[config.mk]
export PLATFORM = sky130hd
export DESIGN_NAME = boot_run_controller
export DESIGN_NICKNAME = d
export VERILOG_FILES = /design/src/rtl/boot_run_controller.sv
export SDC_FILE = /design/constraint.sdc
export NUM_CORES = 1
export LEC_CHECK = 0
export ABC_AREA = 1
export BUFFER_PORTS_ARGS = -buffer_cell sky130_fd_sc_hd__buf_2
export CAP_MARGIN = 5
export CORE_AREA = 2 2 162 164
export DETAILED_ROUTE_END_ITERATION = 7
export DIE_AREA = 0 0 164 166
export PLACE_DENSITY = 0.57
export SLEW_MARGIN = 20
export SYNTH_ARGS = -nofsm -noshare
export SYNTH_HDL_FRONTEND = slang
export SYNTH_SLANG_ARGS = --single-unit
export TNS_END_PERCENT = 10
[constraint.sdc]
create_clock -name clk -period 2.6 [get_ports clk]
set_clock_uncertainty 0.1 [all_clocks]
set_input_delay 0.52 -clock clk [delete_from_list [all_inputs] [get_ports clk]]
set_output_delay 0.52 -clock clk [all_outputs]
set_load 0.01 [all_outputs]
[src/rtl/boot_run_controller.sv]
// Life-cycle sequencer for the pipelined core: loads instruction BRAM, runs the core,
// then parks it and hands the data BRAM port to a read-only host.
module boot_run_controller #(
    parameter int WIDTH      = 32,
    parameter int IM_DEPTH   = 1024,
    parameter int MAX_CYCLES = 1048576
) (
    input  logic             clk,
    input  logic             rst,
    input  logic             start,
    input  logic [15:0]      load_len,
    input  logic             ld_valid,
    input  logic [WIDTH-1:0] ld_data,
    output logic             ld_ready,
    output logic             core_rst,
    input  logic             core_done,
    input  logic [WIDTH-1:0] core_im_addr,
    input  logic             core_dm_we,
    input  logic [WIDTH-1:0] core_dm_addr,
    input  logic [WIDTH-1:0] core_dm_wdata,
    output logic             im_we,
    output logic [WIDTH-1:0] im_addr,
    output logic [WIDTH-1:0] im_wdata,
    output logic             dm_we,
    output logic [WIDTH-1:0] dm_addr,
    output logic [WIDTH-1:0] dm_wdata,
    input  logic [WIDTH-1:0] dm_rdata,
    input  logic             rd_req,
    input  logic [WIDTH-1:0] rd_addr,
    output logic             rd_valid,
    output logic [WIDTH-1:0] rd_data,
    output logic [2:0]       state,
    output logic [WIDTH-1:0] cycle_count
);

    typedef enum logic [2:0] {
        S_IDLE = 3'd0,
        S_LOAD = 3'd1,
        S_RUN  = 3'd2,
        S_HALT = 3'd3,
        S_ERR  = 3'd4
    } state_t;

    state_t           state_q, state_d;
    logic [15:0]      word_cnt_q, word_cnt_d;
    logic [15:0]      len_q, len_d;
    logic [WIDTH-1:0] cycle_count_q, cycle_count_d;
    logic             rd_valid_q, rd_valid_d;
    logic             parked;

    assign parked = (state_q == S_IDLE) || (state_q == S_HALT) || (state_q == S_ERR);

    always_ff @(posedge clk or negedge rst) begin
        if (!rst) begin
            state_q       <= S_IDLE;
            word_cnt_q    <= '0;
            len_q         <= '0;
            cycle_count_q <= '0;
            rd_valid_q    <= 1'b0;
        end else begin
            state_q       <= state_d;
            word_cnt_q    <= word_cnt_d;
            len_q         <= len_d;
            cycle_count_q <= cycle_count_d;
            rd_valid_q    <= rd_valid_d;
        end
    end

    always_comb begin
        state_d       = state_q;
        word_cnt_d    = word_cnt_q;
        len_d         = len_q;
        cycle_count_d = cycle_count_q;
        // start takes priority over a same-cycle host read, which is dropped
        rd_valid_d    = parked && rd_req && !start;
        case (state_q)
            S_IDLE, S_HALT, S_ERR: begin
                if (start) begin
                    if (load_len == 16'd0) begin
                        state_d       = S_RUN;
                        cycle_count_d = '0;
                    end else if (32'(load_len) > IM_DEPTH) begin
                        state_d = S_ERR;
                    end else begin
                        state_d    = S_LOAD;
                        word_cnt_d = '0;
                        len_d      = load_len;
                    end
                end
            end
            S_LOAD: begin
                if (ld_valid) begin
                    word_cnt_d = word_cnt_q + 16'd1;
                    if (word_cnt_q == len_q - 16'd1) begin
                        state_d       = S_RUN;
                        cycle_count_d = '0;
                    end
                end
            end
            S_RUN: begin
                cycle_count_d = cycle_count_q + 1'b1;
                // done wins over a coincident timeout
                if (core_done)
                    state_d = S_HALT;
                else if (cycle_count_q == WIDTH'(MAX_CYCLES - 1))
                    state_d = S_ERR;
            end
            default: state_d = S_IDLE;
        endcase
    end

    always_comb begin
        core_rst = 1'b1;
        ld_ready = 1'b0;
        im_we    = 1'b0;
        im_addr  = '0;
        im_wdata = '0;
        dm_we    = 1'b0;
        dm_addr  = rd_addr;
        dm_wdata = '0;
        case (state_q)
            S_LOAD: begin
                ld_ready = 1'b1;
                im_we    = ld_valid;
                im_addr  = WIDTH'({word_cnt_q, 2'b00});
                im_wdata = ld_data;
            end
            S_RUN: begin
                core_rst = 1'b0;
                im_addr  = core_im_addr;
                dm_we    = core_dm_we;
                dm_addr  = core_dm_addr;
                dm_wdata = core_dm_wdata;
            end
            default: ;
        endcase
    end

    // BRAM read data lands the cycle after the address, alongside rd_valid
    assign rd_valid    = rd_valid_q;
    assign rd_data     = rd_valid_q ? dm_rdata : '0;
    assign state       = state_q;
    assign cycle_count = cycle_count_q;

endmodule

==> impl_metrics.csv <==
group,metric,value,unit
outcome,status,"finished clean",
clocking,clock_sinks,68,
worst_setup_path,reg2reg_slack,0.26,ns
yosys,syn_area,6120,µm²
sta,period_minus_slack,2.49,ns
clocking,cts_max_level,3,
routing,ant_nets,0,
power,vdd_drop_max,0.467,mV
place,port_buffers,414,
sta,relSlewSlack,58.2,%
routing,wl_per_cell,16.0,µm
place,place_inst,1810,
floorplanning,start_util,23.9,%
clocking,cts_buffers,9,
floorplanning,die_h,166,µm
layout,syn2layout_area_growth,45.9,%
power,power,5.36,mW
power,internal_power,3.00,mW
global_routing,grtUsageTotal,20.7,%
clocking,cts_tree,"built",
clocking,clkTransAtPathRegs,0.06,ns
worst_setup_path,end_kind,"output pin",
worst_setup_path,start_kind,"flip-flop",
yosys,synth_ff_type,"dfrtp_1",
floorplanning,boundaryPins,415,
job,maxCapViolCount,0,
clocking,clockBufferDepth,2,
sta,max_freq,401,MHz
worst_setup_path,critPathKind,"reg2out",
yosys,synth_cell_types,34,
worst_setup_path,regToRegStartpoint,"state[2]$_DFFE_PN0P_",
power,clkPwrFrac,22.6,%
routing,vias,8134,
place,dp.final_hpwl,24600,µm
global_routing,grt_overflow,0,
worst_setup_path,r2r_cells,11,
floorplanning,dieArea,27200,µm²
routing,first_pass_iters,5,
global_routing,grt_pass1_vias,7500,
yosys,synth-seq-area-share,27.8,%
yosys,netlist_top_cells_area,"dfrtp_1, nand2_1, inv_1",
yosys,synth_edf_count,0,
clocking,clkLatencyLatePin,0.34,ns
power,power_frac_seq,38.0,%
sta,finalSetupViolations,0,
power,combPwrFrac,39.4,%
yosys,synth-seq-cells,68,
global_routing,antenna_found_initial,9,
global_routing,grt_pass1_wl,43300,µm
worst_setup_path,rr_endpoint,"cycle_count[9]$_DFFE_PN0P_",
yosys,syn_area_per_cell,5.64,µm²
routing,initialDrtViolationCount,552,
floorplanning,fp.dieW,164,µm
global_routing,grt_start_max_net_pins,46,
power,cellPowerDensity,600,nW/µm²
yosys,yosys.area.top_type_share,27.8,%
routing,viasPerCell,4.44,
yosys,synth.largest_area_cell,"dfrtp_1",
yosys,synth_warnings,0,
sta,rsz0062_at_grt,"false",
layout,layoutNonFillerInstCount,1833,
power,power_switching,2.36,mW
floorplanning,row_count,59,
yosys,syn_inst,1086,
worst_setup_path,arrival,1.87,ns
place,place.gp.congestion,0.922,
layout,final_nets,1707,
clocking,root_buffer,"clkbuf_16",
worst_setup_path,required,1.98,ns
power,p_leak,5.63,nW
floorplanning,coreArea,25600,µm²
power,p_sw_share,44.0,%
sta,timing.final.crit_share,95.9,%
yosys,syn-num-nets,1304,
sta,slew_viol_final,0,
worst_setup_path,crit_fanout,45,
sta,tightestPinTransition,0.627,ns
layout,mostFrequentLayoutCell,"buf_2",
min_path,hold_class,"in2async",
layout,final_layout_size_suffix_gt1_share,32.7,%
layout,most-common-layout-cells,"buf_2, nand2_1, inv_1, nor2_1, dfrtp_1",
sta,tns,0,ns
routing,drc,0,
yosys,ys_async_sr_fraction,100,%
clocking,postCtsHoldBufs,0,
routing,routed_wl,29300,µm
sta,hold_violations,0,
[cell type report]
class | instances | area [µm²]
Multi-Input combinational cell | 781 | 3510
Tap cell | 335 | 419
Clock inverter | 5 | 52.6
Inverter | 196 | 746
Fill cell | 2897 | 16700
Timing Repair Buffer | 433 | 2260
Clock buffer | 11 | 233
Sequential cell | 68 | 1700
Antenna cell | 4 | 10.0
[kinds of logic (layout without fill, tap and decap cells)]
kind of cell / after synthesis / in the layout / synth area share, %
AND/OR/NAND/NOR: 694 / 694 / 47.7
flip-flops: 68 / 68 / 27.8
adder cells (fa/ha/maj): 3 / 3 / 0.613
AO/OA/AOI/OAI: 59 / 59 / 5.17
other: 0 / 4 / 0
XOR/XNOR: 25 / 25 / 3.58
buffers and inverters: 237 / 645 / 15.2
[cell usage after synthesis, types with 6 or more instances]
master,n
xnor2_1,6
or2_2,15
nand3_1,61
o21ai_1,9
nand3b_1,10
xor2_1,19
a21oi_1,10
o21ai_0,34
dfrtp_1,68
inv_1,190
nor3_1,23
nand4_1,14
clkbuf_1,31
nand2_1,395
nor4_1,10
nor2_1,150
[power by group through the flow]
stage | combinational [mW] | sequential, mW | clock (mW)
6_report | 2.11 | 2.04 | 1.21
5_1_grt | 2.39 | 2.11 | 1.28
4_1_cts | 2.13 | 2.02 | 1.24
3_5_place_dp | 2.11 | 2.03 | 0
3_3_place_gp | 2.09 | 2.03 | 0
2_1_floorplan | 1.22 | 1.94 | 0
[what timing repair did]
item	in CTS	in global routing
gates cloned	0	0
pin swaps	0	1
gates resized for setup	2	14
setup endpoints to repair	10	82
buffers inserted	0	3
[worst max-delay path, cell delays in order, from the launching register on]
cell	delay, ns
dfrtp_2	0.40
inv_1	0.08
nor3_4	0.35
inv_6	0.16
buf_12	0.21
nor2_1	0.14
buf_2	0.18
[stage by stage]
stage          hold WS (ns)  util (%)  instance area (µm²)  setup slack, ns
2_1_floorplan         0.124         -                 6120            0.530
3_3_place_gp          0.371      33.4                 8570            0.343
3_5_place_dp          0.373      33.4                 8570            0.299
4_1_cts               0.118      34.6                 8860         0.000560
5_1_grt               0.156      34.9                 8930          0.00829
6_report             0.0975      34.9                 8930            0.107
[sequential cells by signal (all words and copies together), names as in the netlist]
register and count:
cycle_count 32, len_q 16, rd_valid 1, state 3, word_cnt_q 16
[layer usage]
metal / up-vias / part of all wire (%) / GRT usage (%) / wire (µm)
li1: 4072 / - / - / -
met1: 3637 / 44 / 27.0 / 12900
met2: 372 / 44 / 33.1 / 12800
met3: 43 / 9.4 / 6.39 / 2750
met4: 10 / 2.9 / 5.61 / 839
met5: - / 0.19 / 0 / 57
[worst max-delay path by stage]
| stage | cells after the start | slack, ns | endpoint | from |
|---|---|---|---|---|
| floorplan | 4 | 0.53 | im_addr[13] | state[0]$_DFFE_PN0P_ |
| global placement | 8 | 0.34 | len_q[7]$_DFFE_PN0P_ | load_len[2] |
| detailed placement | 12 | 0.30 | cycle_count[20]$_DFFE_PN0P_ | len_q[0]$_DFFE_PN0P_ |
| CTS | 5 | 0.0006 | dm_wdata[0] | state[0]$_DFFE_PN0P_ |
| global route | 7 | 0.008 | dm_addr[30] | state[1]$_DFFE_PN0P_ |
| finish | 6 | 0.11 | dm_wdata[0] | state[1]$_DFFE_PN0P_ |
No activity file was read; power rests on OpenSTA's default activity.
